**src/rtl/line_burst_adaptor_pkg.sv**
```systemverilog
// Shared widths, state encoding and address helper for the line/burst adaptor.
// No ports: imported by the interface and the adaptor.
package line_burst_adaptor_pkg;

   localparam int LINE_W  = 256;
   localparam int BURST_W = 64;
   localparam int ADDR_W  = 32;
   localparam int BEATS   = LINE_W / BURST_W;
   localparam int OFFS_W  = 5;
   localparam int CNT_W   = $clog2(BEATS);

   typedef enum logic [1:0] {
      IDLE,
      READ,
      WRITE,
      DONE
   } state_t;

   localparam logic [ADDR_W-1:0] OFFS_MASK =
      ADDR_W'((1 << OFFS_W) - 1);

   // Clear the byte offset inside a line.
   function automatic logic [ADDR_W-1:0] line_align(
      input logic [ADDR_W-1:0] a
   );
      return a & ~OFFS_MASK;
   endfunction

endpackage

```
**src/rtl/line_burst_adaptor_if.sv**
```systemverilog
// Bundle of the line-side request/response and the memory burst port.
// slave: adaptor view; master: the combined initiator + memory view.
interface line_burst_adaptor_if;
   import line_burst_adaptor_pkg::*;

   logic              read_i;
   logic              write_i;
   logic [ADDR_W-1:0] address_i;
   logic [LINE_W-1:0] line_i;
   logic [LINE_W-1:0] line_o;
   logic              resp_o;

   logic [BURST_W-1:0] burst_i;
   logic [BURST_W-1:0] burst_o;
   logic [ADDR_W-1:0]  address_o;
   logic               read_o;
   logic               write_o;
   logic               resp_i;

   modport slave (
      input  read_i, write_i, address_i, line_i,
      input  burst_i, resp_i,
      output line_o, resp_o,
      output burst_o, address_o, read_o, write_o
   );

   modport master (
      output read_i, write_i, address_i, line_i,
      output burst_i, resp_i,
      input  line_o, resp_o,
      input  burst_o, address_o, read_o, write_o
   );

endinterface

```
**src/rtl/line_burst_adaptor.sv**
```systemverilog
// Converts one 256-bit line read/write into a 4-beat 64-bit memory burst.
// Ports: clk, rst (sync, active-high), bus (line side + burst side, slave).
module line_burst_adaptor
   import line_burst_adaptor_pkg::*;
(
   input  logic                 clk,
   input  logic                 rst,
   line_burst_adaptor_if.slave  bus
);

   state_t             state;
   logic [CNT_W-1:0]   cnt;
   logic [LINE_W-1:0]  wbuf;
   logic [LINE_W-1:0]  line;
   logic [ADDR_W-1:0]  addr;
   logic               rd;
   logic               wr;
   logic               resp;

   logic last_beat;
   assign last_beat = (cnt == CNT_W'(BEATS - 1));

   always_ff @(posedge clk) begin
      if (rst) begin
         state <= IDLE;
         cnt   <= '0;
         wbuf  <= '0;
         line  <= '0;
         addr  <= '0;
         rd    <= 1'b0;
         wr    <= 1'b0;
         resp  <= 1'b0;
      end else begin
         resp <= 1'b0;
         unique case (state)
            IDLE: begin
               // Write takes priority over a simultaneous read.
               if (bus.write_i) begin
                  addr  <= line_align(bus.address_i);
                  wbuf  <= bus.line_i;
                  cnt   <= '0;
                  wr    <= 1'b1;
                  state <= WRITE;
               end else if (bus.read_i) begin
                  addr  <= line_align(bus.address_i);
                  cnt   <= '0;
                  rd    <= 1'b1;
                  state <= READ;
               end
            end
            READ: begin
               if (bus.resp_i) begin
                  line[int'(cnt)*BURST_W +: BURST_W] <= bus.burst_i;
                  cnt <= cnt + 1'b1;
                  if (last_beat) begin
                     rd    <= 1'b0;
                     resp  <= 1'b1;
                     state <= DONE;
                  end
               end
            end
            WRITE: begin
               if (bus.resp_i) begin
                  cnt <= cnt + 1'b1;
                  if (last_beat) begin
                     wr    <= 1'b0;
                     resp  <= 1'b1;
                     state <= DONE;
                  end
               end
            end
            DONE: begin
               state <= IDLE;
            end
            default: begin
               state <= IDLE;
            end
         endcase
      end
   end

   // Beat mux is only live in WRITE so the port idles at zero.
   assign bus.burst_o   = (state == WRITE)
                        ? wbuf[int'(cnt)*BURST_W +: BURST_W]
                        : '0;
   assign bus.address_o = addr;
   assign bus.read_o    = rd;
   assign bus.write_o   = wr;
   assign bus.resp_o    = resp;
   assign bus.line_o    = line;

endmodule

```
**src/flat_wrapper.sv**
```systemverilog
// flat-port wrapper written by rule: the top's interface ports become plain ports
module line_burst_adaptor_flat import line_burst_adaptor_pkg::*;
  (clk, rst, bus_read_i, bus_write_i, bus_address_i, bus_line_i, bus_burst_i, bus_resp_i, bus_line_o, bus_resp_o, bus_burst_o, bus_address_o, bus_read_o, bus_write_o);
  line_burst_adaptor_if bus_i ();
  input  logic clk;
  input  logic rst;
  input wire logic [$bits(bus_i.read_i)-1:0] bus_read_i;
  input wire logic [$bits(bus_i.write_i)-1:0] bus_write_i;
  input wire logic [$bits(bus_i.address_i)-1:0] bus_address_i;
  input wire logic [$bits(bus_i.line_i)-1:0] bus_line_i;
  input wire logic [$bits(bus_i.burst_i)-1:0] bus_burst_i;
  input wire logic [$bits(bus_i.resp_i)-1:0] bus_resp_i;
  output wire logic [$bits(bus_i.line_o)-1:0] bus_line_o;
  output wire logic [$bits(bus_i.resp_o)-1:0] bus_resp_o;
  output wire logic [$bits(bus_i.burst_o)-1:0] bus_burst_o;
  output wire logic [$bits(bus_i.address_o)-1:0] bus_address_o;
  output wire logic [$bits(bus_i.read_o)-1:0] bus_read_o;
  output wire logic [$bits(bus_i.write_o)-1:0] bus_write_o;
  assign bus_i.read_i = bus_read_i;
  assign bus_i.write_i = bus_write_i;
  assign bus_i.address_i = bus_address_i;
  assign bus_i.line_i = bus_line_i;
  assign bus_i.burst_i = bus_burst_i;
  assign bus_i.resp_i = bus_resp_i;
  assign bus_line_o = bus_i.line_o;
  assign bus_resp_o = bus_i.resp_o;
  assign bus_burst_o = bus_i.burst_o;
  assign bus_address_o = bus_i.address_o;
  assign bus_read_o = bus_i.read_o;
  assign bus_write_o = bus_i.write_o;
  line_burst_adaptor u_core (.clk(clk), .rst(rst), .bus(bus_i));
endmodule
```
**config.mk**
```make
export PLATFORM = sky130hd
export DESIGN_NAME = line_burst_adaptor_flat
export DESIGN_NICKNAME = d
export VERILOG_FILES = /design/src/rtl/line_burst_adaptor_pkg.sv /design/src/rtl/line_burst_adaptor_if.sv /design/src/rtl/line_burst_adaptor.sv /design/src/flat_wrapper.sv
export SDC_FILE = /design/constraint.sdc
export NUM_CORES = 1
export LEC_CHECK = 0
export CAP_MARGIN = 5
export CORE_AREA = 5 5 273 275
export CTS_CLUSTER_SIZE = 30
export DETAILED_ROUTE_END_ITERATION = 6
export DIE_AREA = 0 0 278 280
export GPL_TIMING_DRIVEN = 0
export PLACE_DENSITY_LB_ADDON = 0.1
export SYNTH_ARGS = -nofsm -noshare
export SYNTH_HDL_FRONTEND = slang
export SYNTH_SLANG_ARGS = --single-unit
```
**constraint.sdc**
```tcl
create_clock -name clk -period 2.4 [get_ports clk]
set_input_delay 0.36 -clock clk [delete_from_list [all_inputs] [get_ports clk]]
set_output_delay 0.36 -clock clk [all_outputs]
set_load 0.05 [all_outputs]
```
# Word-level counts from Yosys, hierarchy flattened
# Cells that the tools add are included.
dict set report classes {
  muxes 21
  n_eq_ne 14
  add_sub_neg 2
  bitwise_logic 2
  n_shift 3
  reduce_logical 14
}
# operator count
set ops {}
lappend ops {{$bwmux 256} 1}
lappend ops {{$shift 64x33->256 const A} 1}
lappend ops {{$shiftx 256x9->64} 1}
lappend ops {{$shiftx 64x33->256} 1}
lappend ops {{$mux 32} 2}
lappend ops {{$mux 64} 1}
lappend ops {{$neg 8->33} 1}
lappend ops {{$mux 2} 7}
lappend ops {{$ne 2x2->1 const B} 5}
lappend ops {{$ne 2x1->1 const B} 4}
lappend ops {{$reduce_bool 2->1} 4}
lappend ops {{$eq 2x2->1 const B} 3}
lappend ops {{$mux 1} 6}
lappend ops {{$pmux 2 s3} 1}
lappend ops {{$reduce_and 2->1} 3}
lappend ops {{$reduce_and 3->1} 2}
lappend ops {{$reduce_and 5->1} 1}
lappend ops {{$pmux 1 s2} 2}
lappend ops {{$pmux 2 s2} 1}
lappend ops {{$reduce_and 4->1} 1}
lappend ops {{$ne 3x3->1 const B} 1}
lappend ops {{$reduce_or 3->1} 1}
lappend ops {{$add 2x1->2 const B} 1}
lappend ops {{$eq 2x1->1 const B} 1}
lappend ops {{3 further kinds} 4}
dict set report totals {
  register_bits 551
  in_bits 357
  elab_cells 64
  output_inout_bits 355
}

# Longest topological paths before layout
# Gate-level depths: netlist (run 1).
dict set report logic_depth {
  depth_word 4
  ltp_mapped 10
  depth_no_buf 5
}

# Least setup slack after synthesis (run 1)
# Ideal clock, no wire load.
dict set report synth_timing {
  path_type {reg-to-reg}
  from {register u_core.cnt[1]}
  to {register u_core.line[54] (netlist: u_core.bus.line_o[54])}
  path_stages_with_launch 8
  required_ns 2.339
  slack_ns 0.044
  period_less_slack_ns 2.356
  t_arrival_ns 2.294
  path_buffers 3
  setup_time_ns 0.061
  path_cell_list {dfxtp_1 > buf_2 > buf_1 > inv_1 > ha_1 > nor4_4 > buf_6 > a32o_1}
}
dict set report synth_between {
  elab_chain_cells 3
  elab_cells_between_ends 4
  cone_classes {1 x add/sub; 2 x shift; 1 x mux}
}
# element line_no
set synth_rtl {}
lappend synth_rtl {{start, declared} line_burst_adaptor.sv:12} ;# logic [CNT_W-1:0] cnt;
lappend synth_rtl {{start signal, assigned} line_burst_adaptor.sv:54} ;# cnt <= cnt + 1'b1;
lappend synth_rtl {{start signal, assigned} line_burst_adaptor.sv:64} ;# cnt <= cnt + 1'b1;
lappend synth_rtl {{$neg 8->33 *} line_burst_adaptor.sv:53} ;# line[int'(cnt)*BURST_W +: BURST_W] <= bus.burst_i;
lappend synth_rtl {{$shiftx 64x33->256 or $shift 64x33->256 (tied branches)} line_burst_adaptor.sv:53}
lappend synth_rtl {{$bwmux 256 *} line_burst_adaptor.sv:53}
lappend synth_rtl {{end signal, assigned by index} line_burst_adaptor.sv:53}
lappend synth_rtl {{end, declared} line_burst_adaptor.sv:14} ;# logic [LINE_W-1:0] line;
# Every way passes the cells marked *; elsewhere a longest branch is shown, timed or not.
# A chain may end at the register's enable or synchronous reset.

# Final worst setup path (run 1)
dict set report layout_timing {
  from {register u_core.cnt[0]}
  to {output bus_burst_o[51]}
}
dict set report layout_between {
  elab_chain_cells 2
}
# element line_no
set layout_rtl {}
lappend layout_rtl {{$shiftx 256x9->64} line_burst_adaptor.sv:84} ;# ? wbuf[int'(cnt)*BURST_W +: BURST_W]
lappend layout_rtl {{$mux 64} line_burst_adaptor.sv:84}
lappend layout_rtl {{end, declared} flat_wrapper.sv:15} ;# output wire logic [$bits(bus_i.burst_o)-1:0] bus_burst_o;
# Every way passes these cells.

==> flow_results.org, run 1 <==
** Route
- Routed WL per cell :: 23.4 um
- DR vias/cell :: 4.85
- Detailed-route wire length :: 93,800 um
- In this run, the number of DRC markers left after iteration 0 of detailed routing was 1,082.
- In this run the remaining antenna-violating nets after routing total 0.
- The detailed router placed 19,400 vias in this run.
- For this run, design rule violations remaining after detail routing come to 0.
- The first detailed-routing pass ran for 5 iterations.

** Placement
- Worst slack, placed :: -1.13 ns
- Counting tap cells, the placed design contains a total of 3,834 instances.
- HPWL after detailed placement :: 72,300 um
- Number of I/O port buffers :: 698
- Routability-driven placement finished with a final weighted congestion of 0.840.

** Timing
- For the pin with the worst max-slew slack, the measured transition is 1.38 ns.
- The hold violation total from the final report came to 0.
- Summed negative setup slack over all endpoints :: -15.51 ns
- The max-slew violation total from the final report is 0.
- Finish-stage setup viols :: 136
- Post-layout minimum cycle time :: 2.65 ns
- Final Skew :: 0.0173 ns
- Setup repair after global routing could not meet its margin everywhere.
- Based on the critical path, the design can be clocked at up to 378 MHz.
- Across all setup checks in the final design, the least slack found is -0.248 ns.
- Relative slew margins :: 7.69%
- Final worst path period share :: 110%

** CTS
- Clock latency on the worst-skew pair :: 0.63 ns
- TritonCTS built the clock tree.
- The clock drives 546 sinks.
- Maximum clock path buffer count :: 3
- After clock tree synthesis, the clock-pin slew on the worst setup and hold paths is 0.06 ns.
- In this run, CTS created clock tree buffers numbering 61.
- Clock Tree Root :: clkbuf_16
- The H-tree was split into 2 levels.
- Buffers inserted to repair hold after CTS numbered 0.

** Worst hold path
- For hold timing, the worst endpoint is u_core.bus.resp_o$_SDFF_PP0_.
- The startpoint identified for the worst hold timing path is bus_resp_i.
- Counting instances, the worst hold path has a depth of 3.
- The min-delay analysis places its worst path in the category in -> reg.

** Worst setup path
- In this run the worst path has a maximum fanout of 8.
- Counting both buffers and inverters, the worst setup path holds a total of 4.
- For the worst setup path, the data required time is 2.04 ns.
- Internal reg-to-reg setup slack :: -0.12 ns
- Type of the setup path with the least slack :: reg -> out
- In this run the critical register-to-register path is captured at u_core.bus.line_o[150]$_SDFFE_PP0P_.
- Launching element type of the critical path :: flip-flop
- Arrival time of the worst setup path :: 2.29 ns
- Worst-case reg-to-reg path depth :: 12
- The slowest stage of the critical path belongs to the cell mux4_2.
- In this design, the critical path's most frequently occurring cell is buf_12.
- The kind of cell with the highest combined delay along the critical path is buffers and inverters.
- In this design, the stage delay of the slowest critical-path cell is 0.50 ns.
- CP endpoint kind :: output port
- Origin of the critical flop-to-flop path :: u_core.cnt[0]$_SDFFE_PP0P_
- The signal on the critical path passes through buf_12 -> buf_16 -> buf_12 -> mux4_2 -> and2_4 -> buf_6.

** Job
- Max-cap violations in this run came to 0.

** GRT
- Global-route wire length before repair :: 130,000 um
- Across every metal layer, demand over resource in global routing totals 22.1%.
- The initial antenna violation count was 35.
- The number of global-route vias before repair came to 19,400.
- Sum of overflow across all layers after global routing :: 0
- Maximum number of pins on one net before global-route repair :: 17

** Pwr
- In this run the static leakage power is 12.0 nW.
- Power density relative to cell area :: 871 nW/um2
- The worst-case IR drop observed on VDD is 0.560 mV.
- Total design power :: 28.5 mW

** Floorplan
- Die Footprint :: 77,800 um2
- Core area :: 72,100 um2
- IO Count :: 712
- Initial Util :: 28.4%
- Die width :: 278 um
- Chip height :: 280 um
- Row cnt :: 99

** Yosys
- Cell types occupying the most area after synthesis :: dfxtp_1 (53%), nand2_1 (12%), a21oi_1 (8.5%), mux4_2 (7.0%), a22o_1 (5.5%)
- After synthesis the cells add up to 20,500 um2.
- Summed over its instances, the top area cell type makes up 53.4% of the synthesized netlist area.
- After synthesis the netlist holds a flip-flop and latch count of 546.
- Synthesis handed over a netlist of 2,173 instances.
- Number of synthesized flops with an enable pin :: 0
- Post-synthesis area per instance :: 9.42 um2
- The most used flip-flop cell after synthesis is dfxtp_1.
- After synthesis, the share of flip-flops with an asynchronous set or reset is 0%.
- Sequential cells were found to cover 53.4% of the synthesized design area.
- Syn. warnings :: 0
- Most area-hungry cell type in the Yosys netlist :: dfxtp_1
- Netlist cell types :: 42

** Final layout
- At the end of the flow, the number of nets in the layout was 3,347.
- Layout cell share with drive strength beyond 1 :: 19.0%
- Post-Layout Cell Count :: 4,006
- Compared with the post-synthesis result, the final layout area differs by 60.0%.
- For this run, the share of the core covered by cells in the final layout is 45.4%.

** Status
- The run finished, with violations left.
- The final reports fail on setup timing.
routing by layer:
metal	wire, um	global-route usage (%)	share of wire [%]	vias to the layer above
met4	3070	7.56	3.3	30
met5	196	0	0.21	-
met3	7690	7.66	8.2	176
met2	47300	39.2	50	717
met1	35500	24.9	38	9327
li1	-	-	-	9178
repair_timing:
item,CTS,global route
setup buffers,12,16
gates cloned,6,13
pin swaps,11,71
resized for setup,575,264
setup endpoints to repair,521,261
logic make-up after synthesis:
family	after synthesis	synth area share, %
flops	546	53.4
simple gates	792	16.3
mux	64	7.04
fa+ha+maj	11	0.673
other cells	1	0.0183
compound gates	555	17.8
buf+inv	204	4.82
through the flow:
| stage | hold slack [ns] | cell area (um2) |
|---|---|---|
| CTS | 0.0940 | 31500 |
| detailed placement | 0.444 | 28700 |
| global placement | 0.439 | 28700 |
| finish | 0.158 | 32700 |
| floorplan | 0.433 | 20500 |
| global route | 0.136 | 32700 |
flip-flops by register name, indices dropped and copies added (netlist names):
signal / flops
u_core.bus.address_o: 27
u_core.bus.line_o: 256
u_core.bus.read_o: 1
u_core.bus.resp_o: 1
u_core.bus.write_o: 1
u_core.cnt: 2
u_core.state: 2
u_core.wbuf: 256
cells in the final DEF (no fill, tap or decap), types with 48 or more instances in the layout:
cell type and count:
a21oi_1 301, a21oi_2 48, a22o_1 128, and2_4 51, clkbuf_1 74, clkbuf_16 73, clkdlybuf4s50_1 634, dfxtp_1 543
mux4_2 64, nand2_1 638
synth_stat cells, types with 2 or more instances:
cell type and instances:
buf_4 13, and2_1 65, buf_1 17, mux4_2 64, a21oi_1 349, a22o_1 128, nor3b_1 2, nand2b_1 4
inv_1 5, and4b_1 3, clkbuf_1 110, ha_1 11, dfxtp_1 546, nand2_1 638, nand3_1 65, nor2b_1 4
a31oi_1 2, and3_1 3, o21ai_0 3, a32o_1 45, buf_6 16, a32o_2 19, buf_2 42
how the worst max path moves through the flow:
stage                                          start                             endpoint  slack (ns)  cells after the start
after floorplan           u_core.cnt[1]$_SDFFE_PP0P_   u_core.bus.line_o[54]$_SDFFE_PP0P_        0.04                      7
after global placement    u_core.cnt[1]$_SDFFE_PP0P_   u_core.bus.line_o[23]$_SDFFE_PP0P_       -1.07                      7
after detailed placement  u_core.cnt[1]$_SDFFE_PP0P_  u_core.bus.line_o[101]$_SDFFE_PP0P_       -1.13                      7
after CTS                 u_core.cnt[0]$_SDFFE_PP0P_                      bus_burst_o[35]       -0.36                      7
after global routing      u_core.cnt[0]$_SDFFE_PP0P_                      bus_burst_o[51]       -0.33                      6
final                     u_core.cnt[0]$_SDFFE_PP0P_                      bus_burst_o[51]       -0.25                      6
cell type report:
cell class              instances  area (um2)
clock buffers                  84        1760
fillers                      6888       39300
flip-flops and latches        546       10900
inverters                       6        26.3
repair buffers                741        7830
clock inverters                27         348
multi-input cells            1427        9280
plain buffers                 196        1320
diodes                         20        50.0
well taps                     959        1200
where the power goes:
part / internal, mW / switching (mW)
clock: 5.87 / 3.97
sequential: 10.1 / 0.551
combinational: 3.19 / 4.85
total: 19.1 / 9.38
tightest hold or removal path, stage by stage:
cell and delay, ns:
buf_4 0.17, nand2_1 0.12, nor3b_1 0.07
Note: power is estimated with default switching activity, not from simulation.
==> run 2, diff against run 1 <==
- ABC_AREA: not set -> 1
- CORE_AREA: 5 5 273 275 -> 5 5 272 274
- DIE_AREA: 0 0 278 280 -> 0 0 277 279
==> run 2 against run 1 <==
Compared with the run above:
- the run still ends with setup timing left
- register-to-register slack improved by 0.25 ns
- fmax rose by 5.6%
- global-route usage rose by 3.2 points
- largest cell class unchanged
- highest routed layer unchanged
- sequential power rose by 11%
- sequential cell count did not move
==> flow_results.org, run 2 <==
** Timing
- The worst path setup slack after routing was -0.107 ns (+0.141 ns).
- Final hold violation count :: 0 (unchanged)
- RSZ-0062 raised after global routing :: yes
- The pin slew with the least headroom to its limit was 1.04 ns (-0.345 ns).
- Pins Over Slew Limit :: 0 (unchanged)
- The final setup TNS came to -1.58 ns (+13.93 ns).
- Final Skew :: 0.0291 ns (+0.0119 ns)
- Smallest hold slack :: 0.324 ns (+0.166 ns)
- Finish-stage setup viols :: 43 (-68%)
- Final worst path period share :: 104% (-5.9 points)
- Relative slew margins :: 30.7% (+23 points)
- Post-layout minimum cycle time :: 2.51 ns (-0.141 ns)
- The fmax came to 399 MHz (+5.6%).

** Worst setup path
- The setup slack of the most critical reg-to-reg path came to 0.13 ns (+0.25 ns).
- The most critical setup path has its startpoint at u_core.cnt[0]$_SDFFE_PP0P_.
- Worst path bufs/invs :: 4 (unchanged)
- The top fanout value on the critical path came to 7 (-1).
- Type of the setup path with the least slack :: reg -> out
- Largest delay share family, worst path :: buffers and inverters
- The startpoint identified for the worst register-to-register timing path is u_core.cnt[0]$_SDFFE_PP0P_.
- Launching element type of the critical path :: flip-flop
- The critical path data arrival time was 2.15 ns (-0.14 ns).
- Capture point of the worst reg-to-reg path :: u_core.bus.line_o[144]$_SDFFE_PP0P_
- The depth of the most critical reg-to-reg path came to 11 (-1).
- Required time of the critical path :: 2.04 ns (about the same)
- Slowest cell delay on critical path :: 0.40 ns (-0.10 ns)
- Critical-path cell list :: buf_12 -> buf_16 -> buf_8 -> nor2_2 -> nor2_1 -> o21ai_2 -> a21oi_2 -> buf_6
- Cell with the biggest individual delay on the critical path :: dfxtp_4
- CP endpoint kind :: output port

** Floorplan
- The starting density of the core came to 31.1% (+2.7 points).
- The floorplan core area came to 71,100 um2 (-1.4%).
- The count of pins on the block boundary was 712 (unchanged).
- Die Footprint :: 77,300 um2 (-0.72%)
- The row count was 98 (-1.0%).
- The width of the die is 277 um (-0.36%).
- Chip height :: 279 um (-0.36%)

** Pwr
- Leakage :: 13.2 nW (+10%)
- Total design power :: 35.1 mW (+23%)
- Worst supply voltage drop on vdd :: 0.396 mV (-29%)
- Power density relative to cell area :: 1030 nW/um2 (+18%)

** CTS
- The maximum buffer depth of the clock tree was 3 (unchanged).
- Clock latency on the worst-skew pair :: 0.60 ns (-0.03 ns)
- The CTS clock-pin slew for the worst setup and hold paths was 0.06 ns (about the same).
- Clock Tree Root :: clkbuf_16
- The sink count of the clock tree is 546 (unchanged).
- H-tree lvl count :: 3 (+1)
- Total CTS buffers :: 67 (+9.8%)
- TritonCTS built the clock tree.

** GRT
- The total grt overflow is 0 (unchanged).
- Maximum number of pins on one net before global-route repair :: 13 (-4)
- Global routing usage summed across all routing layers :: 25.3% (+3.2 points)
- The global-route wire length before repair came to 149,000 um (+14%).
- The initial antenna violation count is 34 (-2.9%).
- Vias in the first global route :: 23,200 (+19%)

** Final layout
- Layout cell share with drive strength beyond 1 :: 13.4% (-5.6 points)
- Fillers :: 7,364 (+6.9%)
- Post-Layout Cell Count :: 4,908 (+23%)
- The area growth from synthesis to layout is 54.2%.
- Commonest cells after routing, fill and taps aside :: nor2_1 (721), clkdlybuf4s50_1 (636), dfxtp_1 (544), o21ai_0 (372), nand2_1 (362)
- The post-layout net count came to 4,256 (+27%).
- The cell area after layout came to 34,100 um2 (+4.0%).
- Final core occ :: 47.9% (+2.5 points)
- Most frequent standard cell in the layout excluding fill and tap cells :: nor2_1

** Route
- Vias after detailed routing :: 23,500 (+21%)
- Detailed-route wire length :: 104,000 um (+10%)
- The routed via count divided by cell count is 4.80 (-1.1%).
- DR iter-0 viols :: 1,260 (+16%)
- Number of remaining DRC errors :: 0 (unchanged)
- The number of nets with antenna violations after detailed routing came to 0 (unchanged).
- The number of iterations in the first detailed-routing pass was 7 (+2).
- Routed WL per cell :: 21.1 um (-9.9%)

** Yosys
- Top cells by count, synth :: nor2_1 (785), dfxtp_1 (546), o21ai_0 (427), nand2_1 (362), a21oi_1 (352)
- Fraction of synthesized cell area taken by the top area cell type :: 49.5% (-3.9 points)
- Netlist cell types :: 21 (-50%)
- Post-synthesis area per instance :: 7.16 um2 (-24%)
- Post-synthesis sequential area ratio :: 49.5% (-3.9 points)
- Most repeated cell in the gate-level netlist after synthesis :: nor2_1
- Most area-hungry cell type in the Yosys netlist :: dfxtp_1
- The share of flip-flops with an asynchronous set or reset after synthesis is 0% (unchanged).
- Most instantiated flip-flop cell in the synthesis netlist :: dfxtp_1
- Gate count of the mapped netlist :: 3,087 (+42%)
- Syn. warnings :: 0 (unchanged)
- The number of flops mapped to enable cells by yosys came to 0 (unchanged).
- Cell types occupying the most area after synthesis :: dfxtp_1 (49%), nor2_1 (13%), o21ai_0 (9.7%), a21oi_1 (8.0%), nand2_1 (6.2%)
- The total of flip-flops plus latches after synthesis was 546 (unchanged).
- Cell Area, Synth :: 22,100 um2 (+8.0%)

** Status
- Violations in the final reports :: setup timing
- Status :: finished with violations

** Worst hold path
- The worst hold path terminates at u_core.bus.address_o[24]$_SDFFE_PP0P_.
- Startpoint of the most critical hold path :: bus_address_i[24]
- Hold path cells :: 3 (unchanged)
- In this run the worst hold path is classified as in -> reg.

** Job
- Max Cap Viol :: 0 (unchanged)

** Placement
- The worst slack after detailed placement is -1.07 ns (+0.0645 ns).
- HPWL after detailed placement :: 80,000 um (+11%)
- The post-detailed-placement cell area is 30,300 um2 (+5.7%).
- The number of port buffers came to 700 (+0.29%).
- The routability-driven placement congestion ratio was 0.877 (+4.5%).
- The post-placement cell count is 4,741 (+24%).
==> run 2: tightest hold or removal path, stage by stage <==
cell and delay [ns]:
clkdlybuf4s50_1 0.39, nand2_1 0.06, a21oi_1 0.05
==> run 2: how the worst max path moves through the flow <==
stage | endpoint | cells after the start
final | bus_burst_o[52] | 8
after floorplan | bus_burst_o[26] | 7
after CTS | bus_burst_o[36] | 8
after global placement | bus_burst_o[36] | 7
after detailed placement | bus_burst_o[36] | 7
after global routing | bus_burst_o[52] | 8
==> run 2: cell type report <==
type | instances | area (um2) | share of cell area (%)
Clock inverter | 14 | 169 | 0.496
Sequential cell | 546 | 10900 | 32.1
Tap cell | 950 | 1190 | 3.49
Inverter | 83 | 324 | 0.951
Multi-Input combinational cell | 2200 | 10200 | 30.1
Timing Repair Buffer | 729 | 7500 | 22.0
Antenna cell | 22 | 55.1 | 0.162
Buffer | 261 | 1620 | 4.76
Clock buffer | 103 | 2020 | 5.94
==> run 2: cell families (layout without fill, tap and decap cells) <==
| group | count (synthesis) | after routing | synth area share (%) |
|---|---|---|---|
| AOI/OAI and AO/OA | 869 | 869 | 19.7 |
| adders and majority gates | 11 | 11 | 0.623 |
| buffers and inverters | 345 | 1190 | 6.80 |
| DFF | 546 | 546 | 49.5 |
| other | 1 | 27 | 0.0170 |
| and+or+nand+nor | 1315 | 1315 | 23.4 |
==> run 2: what timing repair did <==
action | 4_1_cts | 5_1_grt
pin swaps | 46 | 95
endpoints found under the setup margin | 365 | 191
cloned | 6 | 5
hold buffers | 0 | 0
buffers inserted | 17 | 3
gates resized for setup | 643 | 174
==> run 2: layer usage <==
layer,up-vias,global-route usage (%),wire length [um]
met5,-,0,162
met4,26,10.4,3840
met3,179,7.25,7310
met2,748,45.1,52100
met1,10800,28.4,40200
li1,11800,-,-
==> run 2: power breakdown <==
part | leakage, nW | total (mW) | switching [mW] | internal, mW
Combinational | 7.66 | 13.2 | 8.46 | 4.69
Sequential | 4.47 | 11.8 | 1.00 | 10.8
Clock | 1.08 | 10.2 | 4.13 | 6.04
==> run 3, diff against run 2 <==
- PLACE_DENSITY_LB_ADDON: 0.1 -> 0.3
- RECOVER_POWER: not set -> 100
- TNS_END_PERCENT: not set -> 50
==> run 3 against run 2 <==
Compared with the run above:
- the run still ends with setup timing left
- wire length fell by 0.86%
- clock-buffer cell count shrank 20
- clock skew decreased by 0.0027 ns
- critical path type unchanged
- highest routed layer unchanged
==> flow_results.org, run 3 (synthesis results as in run 2) <==
** Final layout
- The number of inserted filler cells in the final layout came to 7,269 (-1.3%).
- Final core occ :: 47.1% (-0.77 points)
- Layout overhead on the synthesized area :: 51.7%
- The fraction of final layout cells with drive strength greater than 1 came to 12.2% (-1.2 points).
- The library cell used most frequently in the layout, excluding fill and tap cells, is nor2_1.
- # nets final :: 4,243 (-0.31%)
- The cell area after layout was 33,500 um2 (-1.6%).
- The top cell types in the final layout, fill and taps aside, are nor2_1 (741), dfxtp_1 (544), o21ai_0 (373), nand2_1 (363), clkdlybuf4s50_1 (354).

** GRT
- The largest net degree at the start of global routing is 16 (+3).
- The total grt overflow was 0 (unchanged).
- Global routing usage summed across all routing layers :: 24.9% (-0.42 points)
- The initial antenna violation count came to 38 (+12%).
- The global-route wire length before repair was 148,000 um (-0.75%).
- The number of global-route vias before repair came to 23,100 (-0.069%).

** Floorplan
- The floorplan core area is 71,100 um2 (unchanged).
- IO Count :: 712 (unchanged)
- The width of the die is 277 um (unchanged).
- Initial Util :: 31.1% (unchanged)
- The overall die height came to 279 um (unchanged).
- The full die area came to 77,300 um2 (unchanged).
- Row cnt :: 98 (unchanged)

** Worst setup path
- The startpoint identified for the worst register-to-register timing path is u_core.cnt[0]$_SDFFE_PP0P_.
- The worst setup path is captured at an output port.
- Maximum fanout encountered on the critical timing path :: 6 (-1)
- Required time of the critical path :: 2.04 ns (about the same)
- The critical path data arrival time is 2.17 ns (+0.02 ns).
- STA classifies the critical path startpoint as a flip-flop.
- The critical path in this run is classified as reg -> out.
- The setup slack of the most critical reg-to-reg path is -0.05 ns (-0.18 ns).
- Worst Setup SP :: u_core.cnt[0]$_SDFFE_PP0P_

** CTS
- Maximum clock path buffer count :: 3 (unchanged)
- TritonCTS built the clock tree.
- The clock latency at the later pin of the worst-skew pair came to 0.62 ns (+0.02 ns).
- The total of hold buffers inserted after clock tree synthesis came to 0 (unchanged).
- Clock transition at the registers of the reported paths :: 0.07 ns (about the same)
- The CTS buffer count was 60 (-10%).
- Clk sinks :: 546 (unchanged)
- CTS placed an instance of clkbuf_16 at the clock tree root.
- H-tree lvl count :: 2 (-1)

** Route
- Vias after detailed routing :: 23,900 (+1.5%)
- Number of remaining DRC errors :: 0 (unchanged)
- Count of antenna-violating nets left after detailed routing :: 0 (unchanged)
- The iteration-0 DRC count of the detailed router is 1,616 (+28%).
- The number of iterations in the first detailed-routing pass is 5 (-2).
- Detailed-route wire length :: 103,000 um (-0.86%)
- DR vias/cell :: 4.89 (+1.9%)
- Routed WL per cell :: 21.0 um (-0.51%)

** Timing
- The pin slew with the least headroom to its limit came to 1.09 ns (+0.0522 ns).
- Smallest hold slack :: 0.288 ns (-0.0352 ns)
- RSZ-0062 raised after global routing :: yes
- The final clock period utilization by the worst path was 106% (+1.0 points).
- The fmax is 395 MHz (-0.99%).
- Post-layout minimum cycle time :: 2.53 ns (+0.0250 ns)
- The max-slew violation total from the final report was 0 (unchanged).
- Relative slew margins :: 27.2% (-3.5 points)
- The worst path setup slack after routing is -0.132 ns (-0.0250 ns).
- Final Skew :: 0.0264 ns (-0.00274 ns)
- Finish-stage setup viols :: 81 (+88%)
- The hold violation total from the final report came to 0 (unchanged).

** Placement
- The number of port buffers came to 700 (unchanged).
- HPWL after detailed placement :: 79,900 um (-0.13%)
- The post-detailed-placement cell area is 30,300 um2 (unchanged).
- The routability-driven placement congestion ratio came to 0.949 (+8.2%).

** Pwr
- The leakage component of the power is 13.9 nW (+5.5%).
- Worst supply voltage drop on vdd :: 0.625 mV (+58%)
- Power density relative to cell area :: 1010 nW/um2 (-1.5%)
- The total power of the final layout came to 34.0 mW (-3.1%).

** Worst hold path
- Worst min-delay path class :: in -> reg
- Startpoint of the most critical hold path :: bus_address_i[14]

** Status
- Status :: finished with violations
- Violations in the final reports :: setup timing

** Job
- Max Cap Viol :: 0 (unchanged)
-- run 3: timing repair --
action,CTS,global route
pin swaps,23,60
gates resized for setup,605,148
setup buffers,15,1
endpoints found under the setup margin,371,131
cloned,1,8
-- run 3: worst paths after layout --
kind,to,depth (start not counted)
setup / recovery,bus_burst_o[51],8
hold / removal,u_core.bus.address_o[14]$_SDFFE_PP0P_,3
setup reg to reg,u_core.bus.line_o[143]$_SDFFE_PP0P_,10
hold reg to reg,u_core.bus.line_o[98]$_SDFFE_PP0P_,2
-- run 3: critical path, stage by stage, from the launching register on --
cell and delay [ns]:
dfxtp_4 0.41, buf_12 0.16, buf_16 0.15, buf_8 0.13
nor2_1 0.06, nor2_2 0.16, o21ai_2 0.09, a21oi_2 0.20
buf_6 0.19
-- run 3: cell type report --
cell class	count	area [um2]	share of cell area, %
Sequential cell	546	10900	32.6
Multi-Input combinational cell	2200	10100	30.0
Timing Repair Buffer	724	7420	22.1
Clock buffer	83	1680	5.01
Buffer	260	1540	4.60
Tap cell	950	1190	3.55
Clock inverter	24	332	0.989
Inverter	83	314	0.937
Antenna cell	21	52.6	0.157
-- run 3: metrics by stage --
step | cells | TNS, ns | setup WS, ns
finish | 4891 | -3.22 | -0.132
global route | 4883 | -36.97 | -0.221
CTS | 4864 | -8.03 | -0.216
detailed placement | 4741 | -172.21 | -0.986
global placement | 4741 | -163.15 | -0.986
floorplan | 3091 | 0 | 0.194
-- run 3: per-layer routing --
metal	vias up	global-route usage [%]	share of wire (%)
met2	914	45.2	50
met5	-	0	0.22
li1	11700	-	-
met1	11000	27.4	37
met3	225	7.40	8.4
met4	32	9.49	3.9
-- run 3: power breakdown --
part | switching (mW) | total [mW] | internal (mW)
clock | 3.98 | 9.60 | 5.62
sequential | 0.964 | 11.7 | 10.8
combinational | 8.31 | 12.7 | 4.36
